==> config.mk <==
export PLATFORM = sky130hd
export DESIGN_NAME = latency_ctrl_flat
export DESIGN_NICKNAME = d
export VERILOG_FILES = /design/src/rtl/latency_ctrl_pkg.sv /design/src/rtl/latency_ctrl_if.sv /design/src/rtl/latency_ctrl_ram.sv /design/src/rtl/latency_ctrl.sv /design/src/flat_wrapper.sv
export SDC_FILE = /design/constraint.sdc
export NUM_CORES = 1
export LEC_CHECK = 0
export BUFFER_PORTS_ARGS = -buffer_cell sky130_fd_sc_hd__buf_2
export CORE_ASPECT_RATIO = 1.75
export CORE_UTILIZATION = 65
export DETAILED_ROUTE_END_ITERATION = 12
export PLACE_DENSITY = 0.88
export SKIP_LAST_GASP = 1
export SLEW_MARGIN = 30
export SYNTH_ARGS = -nofsm -noshare
export SYNTH_HDL_FRONTEND = slang
export SYNTH_SLANG_ARGS = --single-unit
==> constraint.sdc <==
create_clock -name clk -period 6.9 [get_ports clk]
set_clock_uncertainty 0.15 [all_clocks]
set_input_delay 0.69 -clock clk [delete_from_list [all_inputs] [get_ports clk]]
set_output_delay 0.69 -clock clk [all_outputs]
set_load 0.1 [all_outputs]
==> src/rtl/latency_ctrl_pkg.sv <==
// Shared definitions for the latency_* delay-line blocks: FSM encoding and
// the width of delay-length fields.
package latency_ctrl_pkg;

    typedef enum logic {
        ST_PRIME = 1'b0,
        ST_RUN   = 1'b1
    } state_t;

    // A delay of MAX_LEN must be representable, so one bit more than the address.
    function automatic int len_width(input int max_len);
        return $clog2(max_len) + 1;
    endfunction

endpackage

==> src/rtl/latency_ctrl_if.sv <==
// Sample stream and configuration port of the latency controller.
// Handshake: a request transfers on a rising edge where cfg_valid & cfg_ready;
// cfg_valid while cfg_ready=0 is ignored, so the requester holds it until taken.
interface latency_ctrl_if #(
    parameter int W  = 1,
    parameter int LW = 7
);
    logic          en;
    logic [W-1:0]  in;
    logic [LW-1:0] cfg_len;
    logic          cfg_valid;
    logic          cfg_ready;
    logic          cfg_err;
    logic [LW-1:0] len;
    logic [W-1:0]  out;
    logic          out_valid;

    modport master (
        output en, in, cfg_len, cfg_valid,
        input  cfg_ready, cfg_err, len, out, out_valid
    );

    modport slave (
        input  en, in, cfg_len, cfg_valid,
        output cfg_ready, cfg_err, len, out, out_valid
    );
endinterface

==> src/rtl/latency_ctrl_ram.sv <==
// Simple dual-port buffer: synchronous write, synchronous read, and a read of
// the address being written returns the old contents. No reset on purpose.
module latency_ctrl_ram #(
    parameter int W     = 1,
    parameter int DEPTH = 64,
    parameter int AW    = 6
) (
    input  logic          clk,
    input  logic          we,
    input  logic [AW-1:0] waddr,
    input  logic [W-1:0]  wdata,
    input  logic          re,
    input  logic [AW-1:0] raddr,
    output logic [W-1:0]  rdata
);
    logic [W-1:0] mem [DEPTH];

    always_ff @(posedge clk) begin
        if (re) begin
            rdata <= mem[raddr];
        end
        if (we) begin
            mem[waddr] <= wdata;
        end
    end
endmodule

==> src/rtl/latency_ctrl.sv <==
// Programmable delay line: circular buffer plus a PRIME/RUN sequencer that
// hides buffer contents until a full delay's worth of fresh samples is present.
module latency_ctrl
    import latency_ctrl_pkg::*;
#(
    parameter int W       = 1,
    parameter int MAX_LEN = 64,
    parameter int DEF_LEN = 8
) (
    input  logic   clk,
    input  logic   resetn,
    latency_ctrl_if.slave bus,
    output state_t dbg_state
);
    localparam int AW = $clog2(MAX_LEN);
    localparam int LW = len_width(MAX_LEN);
    localparam logic [LW-1:0] MAX_L = LW'(MAX_LEN);
    localparam logic [LW-1:0] DEF_L = LW'(DEF_LEN);

    state_t        state, state_nx;
    logic [LW-1:0] fill_cnt, fill_nx;
    logic [LW-1:0] len_q, len_nx;
    logic          err_q, err_nx;
    logic [AW-1:0] wr_ptr;
    logic [AW-1:0] rd_addr;
    logic [W-1:0]  ram_q;
    logic [LW-1:0] len_req;
    logic          len_oor;

    always_comb begin
        len_req = bus.cfg_len;
        len_oor = 1'b0;
        if (bus.cfg_len == '0) begin
            len_req = LW'(1);
            len_oor = 1'b1;
        end else if (bus.cfg_len > MAX_L) begin
            len_req = MAX_L;
            len_oor = 1'b1;
        end
    end

    // Acceptance ignores en: reconfiguration must not wait for a stalled stream.
    always_comb begin
        state_nx = state;
        fill_nx  = fill_cnt;
        len_nx   = len_q;
        err_nx   = 1'b0;
        case (state)
            ST_PRIME: begin
                if (bus.en) begin
                    if (fill_cnt == len_q - LW'(1)) begin
                        state_nx = ST_RUN;
                        fill_nx  = '0;
                    end else begin
                        fill_nx = fill_cnt + LW'(1);
                    end
                end
            end
            ST_RUN: begin
                if (bus.cfg_valid) begin
                    state_nx = ST_PRIME;
                    fill_nx  = '0;
                    len_nx   = len_req;
                    err_nx   = len_oor;
                end
            end
            default: state_nx = ST_PRIME;
        endcase
    end

    always_ff @(posedge clk or negedge resetn) begin
        if (!resetn) begin
            state    <= ST_PRIME;
            fill_cnt <= '0;
            len_q    <= DEF_L;
            err_q    <= 1'b0;
            wr_ptr   <= '0;
        end else begin
            state    <= state_nx;
            fill_cnt <= fill_nx;
            len_q    <= len_nx;
            err_q    <= err_nx;
            if (bus.en) begin
                wr_ptr <= wr_ptr + AW'(1);
            end
        end
    end

    // len = MAX_LEN truncates to 0, so read and write share an address.
    assign rd_addr = wr_ptr - len_q[AW-1:0];

    latency_ctrl_ram #(
        .W     (W),
        .DEPTH (MAX_LEN),
        .AW    (AW)
    ) u_ram (
        .clk   (clk),
        .we    (bus.en),
        .waddr (wr_ptr),
        .wdata (bus.in),
        .re    (bus.en),
        .raddr (rd_addr),
        .rdata (ram_q)
    );

    assign bus.cfg_ready = (state == ST_RUN);
    assign bus.out_valid = (state == ST_RUN);
    assign bus.out       = (state == ST_RUN) ? ram_q : '0;
    assign bus.len       = len_q;
    assign bus.cfg_err   = err_q;
    assign dbg_state     = state;
endmodule

==> src/flat_wrapper.sv <==
// flat-port wrapper written by rule: the top's interface ports become plain ports
module latency_ctrl_flat import latency_ctrl_pkg::*;
#(
    parameter int W       = 1,
    parameter int MAX_LEN = 64,
    parameter int DEF_LEN = 8
)
  (clk, resetn, dbg_state, bus_en, bus_in, bus_cfg_len, bus_cfg_valid, bus_cfg_ready, bus_cfg_err, bus_len, bus_out, bus_out_valid);
  latency_ctrl_if #(.W(W), .LW((7))) bus_i ();
  input  logic clk;
  input  logic resetn;
  output state_t dbg_state;
  input wire logic [$bits(bus_i.en)-1:0] bus_en;
  input wire logic [$bits(bus_i.in)-1:0] bus_in;
  input wire logic [$bits(bus_i.cfg_len)-1:0] bus_cfg_len;
  input wire logic [$bits(bus_i.cfg_valid)-1:0] bus_cfg_valid;
  output wire logic [$bits(bus_i.cfg_ready)-1:0] bus_cfg_ready;
  output wire logic [$bits(bus_i.cfg_err)-1:0] bus_cfg_err;
  output wire logic [$bits(bus_i.len)-1:0] bus_len;
  output wire logic [$bits(bus_i.out)-1:0] bus_out;
  output wire logic [$bits(bus_i.out_valid)-1:0] bus_out_valid;
  assign bus_i.en = bus_en;
  assign bus_i.in = bus_in;
  assign bus_i.cfg_len = bus_cfg_len;
  assign bus_i.cfg_valid = bus_cfg_valid;
  assign bus_cfg_ready = bus_i.cfg_ready;
  assign bus_cfg_err = bus_i.cfg_err;
  assign bus_len = bus_i.len;
  assign bus_out = bus_i.out;
  assign bus_out_valid = bus_i.out_valid;
  latency_ctrl #(.W(W), .MAX_LEN(MAX_LEN), .DEF_LEN(DEF_LEN)) u_core (.clk(clk), .resetn(resetn), .bus(bus_i), .dbg_state(dbg_state));
endmodule
==> results_dict.tcl <==
set metrics [dict create \
    track_usage_pct 27.5 \
    critPathBufInv 1 \
    grt_pass1_vias 2678 \
    clkLatencyLatePin_ns 0.36 \
    hold_viol_final 0 \
    dr.pass1.iters 4 \
    end_kind "register" \
    die_y_um 109 \
    wire_per_inst_um 19.2 \
    synth-edff-count 65 \
    cp_top_family "adder cells" \
    power.total_mw 2.30 \
    wl_met2_mm 5.00 \
    post-place-ws_ns 3.60 \
    hpwl_mm 6.09 \
    critical_path_arrival_ns 3.19 \
    clock_sinks 87 \
    cts_tree "built" \
    antenna_found_initial 0 \
    power_density_nw_per_um2 500 \
    synthTopCellsByArea "edfxtp_1, dfrtp_1, mux4_2, nor2_1, mux2i_1" \
    routed.top_layer "met4" \
    m1WireLength_mm 3.06 \
    crit_start "u_core.wr_ptr[0]" \
    postCtsHoldBufs 0 \
    placedCellCount 431 \
    ir_drop_uv 239 \
    grt_pass1_wl_mm 13.4 \
    cp.required_ns 6.86 \
    coreArea_um2 6280 \
    nFillCells 425 \
    clk_pin_slew_ns 0.08 \
    root_buffer "clkbuf_8" \
    num_vias 2703 \
    postCtsResizedCells 0 \
    ant_nets 0 \
    grt_max_degree 65 \
    rsz0062_at_grt "no" \
    fin_cells 447 \
    layout.nets 383 \
    num_antenna_cells 0 \
    maxCapViolCount 0 \
    postSynthCellCount 347 \
    synth_warnings 0 \
    worstReg2RegStart "u_core.wr_ptr[0]" \
    synth_cell_types 47 \
    p_leak_nw 1.71 \
    h-tree-depth 3 \
    slew_viol_final 0 \
    postCtsSetupBuffers 0 \
    path_cells "inv_1 -> ha_2 -> fa_1 -> mux4_2 -> mux2i_1 -> mux2i_1 -> mux2i_1 -> mux2i_1" \
    cp_slowest_stage_delay_ns 1.00 \
    timing.final.crit_share_pct 46.8 \
    synth-simple-area-share_pct 15.5 \
    slowest_stage "fa_1" \
    synth_top_family_by_area "simple AND/OR/NAND/NOR gates" \
    synth-compound-area-share_pct 4.44 \
    rows 38 \
    max-clock-path-buffers 2 \
    grt.overflow.total 0 \
    vias_per_cell 6.05 \
    yosys.area.top_type "edfxtp_1" \
    syn_to_final_growth_pct 7.21 \
    maxSlewHeadroom_pct 48.2 \
    first_iter_violations 163 \
    drc 0 \
    io_buffers 23 \
    postSynthAreaPerCell_um2 12.4 \
    syn_nets 368 \
    hp-class "in -> async" \
    dpl_cell_area_um2 4410 \
    worstMarginPinSlew_ns 0.776 \
    drive_gt1_share_pct 16.9 \
    ios 24 \
    final_cell_mix "nor2_1, edfxtp_1, nand2_1, buf_2, dfrtp_1" \
    met3_length_um 340 \
    status "finished clean" \
    syn_area_um2 4290 \
    r2r_cells 8 \
    setup_ws_ns 3.67 \
    dieArea_um2 6940 \
    fin_setup_tns_ns 0 \
    synthXorXnorAreaFrac_pct 3.88 \
    initial_core_util_pct 68.3 \
    synthAdderAreaFrac_pct 2.80 \
    worst-path-stages 8 \
    synth-seq-cells 87 \
    cp_common_cell "mux2i_1" \
    cp-start-kind "register" \
    ys.flop_type "edfxtp_1" \
    yosys.area.top_type_share_pct 45.5 \
    crit_type "reg -> reg" \
    ys_seq_area_share_pct 58.4 \
    wl_mm 8.58 \
    layout_commonest_cell "nor2_1" \
    worstPathMaxFanout 16 \
    synthMuxAreaShare_pct 12.2 \
    max_clock_freq_mhz 310 \
    routabilityCongestion 0.862 \
    async_reset_ff_share_pct 25.3 \
    cts_buffers 9 \
    final_cell_area_um2 4600 \
    period_needed_ns 3.23 \
    setup_viol 0 \
    die_w_um 63.4 \
]
-- cell families (layout without fill, tap and decap cells) --
logic type / Yosys count / in the layout
AO/OA/AOI/OAI: 29 / 29
XOR/XNOR: 19 / 19
adder cells (fa/ha/maj): 9 / 9
buffers and inverters: 28 / 48
flip-flops: 87 / 87
multiplexers: 32 / 32
AND/OR/NAND/NOR: 143 / 143
-- layout make-up --
| cell class | instances | area, um^2 | share of cell area, % |
|---|---|---|---|
| clock buffers | 15 | 166 | 3.62 |
| flip-flops and latches | 87 | 2500 | 54.5 |
| well taps | 80 | 100 | 2.18 |
| repair buffers | 23 | 118 | 2.56 |
| multi-input cells | 232 | 1670 | 36.4 |
| clock inverters | 1 | 3.75 | 0.0817 |
| inverters | 9 | 33.8 | 0.735 |
-- per-layer routing --
metal  vias up  track usage (%)
li1       1267                -
met1      1337             27.6
met2        84             53.6
met3        15             5.39
met4         0             11.7
met5         -                0
-- state kept, by name, summed over array words and instances, names as in the netlist --
| name | count |
|---|---|
| u_core.wr_ptr | 6 |
| u_core.bus.cfg_ready | 1 |
| u_core.u_ram.mem | 64 |
| u_core.bus.len | 7 |
| u_core.bus.cfg_err | 1 |
| u_core.u_ram.rdata | 1 |
| u_core.fill_cnt | 7 |
-- synth_stat cells (8+ instances only) --
| master | count |
|---|---|
| inv_1 | 8 |
| xnor2_1 | 11 |
| nand3_1 | 9 |
| o21ai_0 | 11 |
| dfrtp_1 | 21 |
| nand2_1 | 22 |
| ha_1 | 8 |
| nand2b_1 | 10 |
| mux4_2 | 16 |
| xor2_1 | 8 |
| nor2_1 | 72 |
| clkbuf_1 | 13 |
| edfxtp_1 | 65 |
| mux2i_1 | 15 |
-- worst paths after layout --
path                       slack, ns                  to
min reg2reg                     0.38   u_core.bus.len[3]
max reg2reg                     3.67  u_core.u_ram.rdata
min in group clk                0.38   u_core.bus.len[3]
max                             3.67  u_core.u_ram.rdata
max in group asynchronous       6.11   u_core.bus.len[3]
min                             0.13  u_core.fill_cnt[3]
-- stage by stage --
stage / utilization [%] / hold WS (ns)
final: 73.2 / 0.132
after global routing: 73.2 / 0.165
after CTS: 73.0 / 0.139
after detailed placement: 70.3 / 0.380
after global placement: 70.3 / 0.367
after floorplan: - / 0.244
-- report_power, final --
group	internal, mW	switching [mW]	leakage, nW
clock	0.150	0.164	0.0854
combinational	0.527	0.708	0.753
sequential	0.638	0.112	0.870
Power figures use the tool's default switching activity.
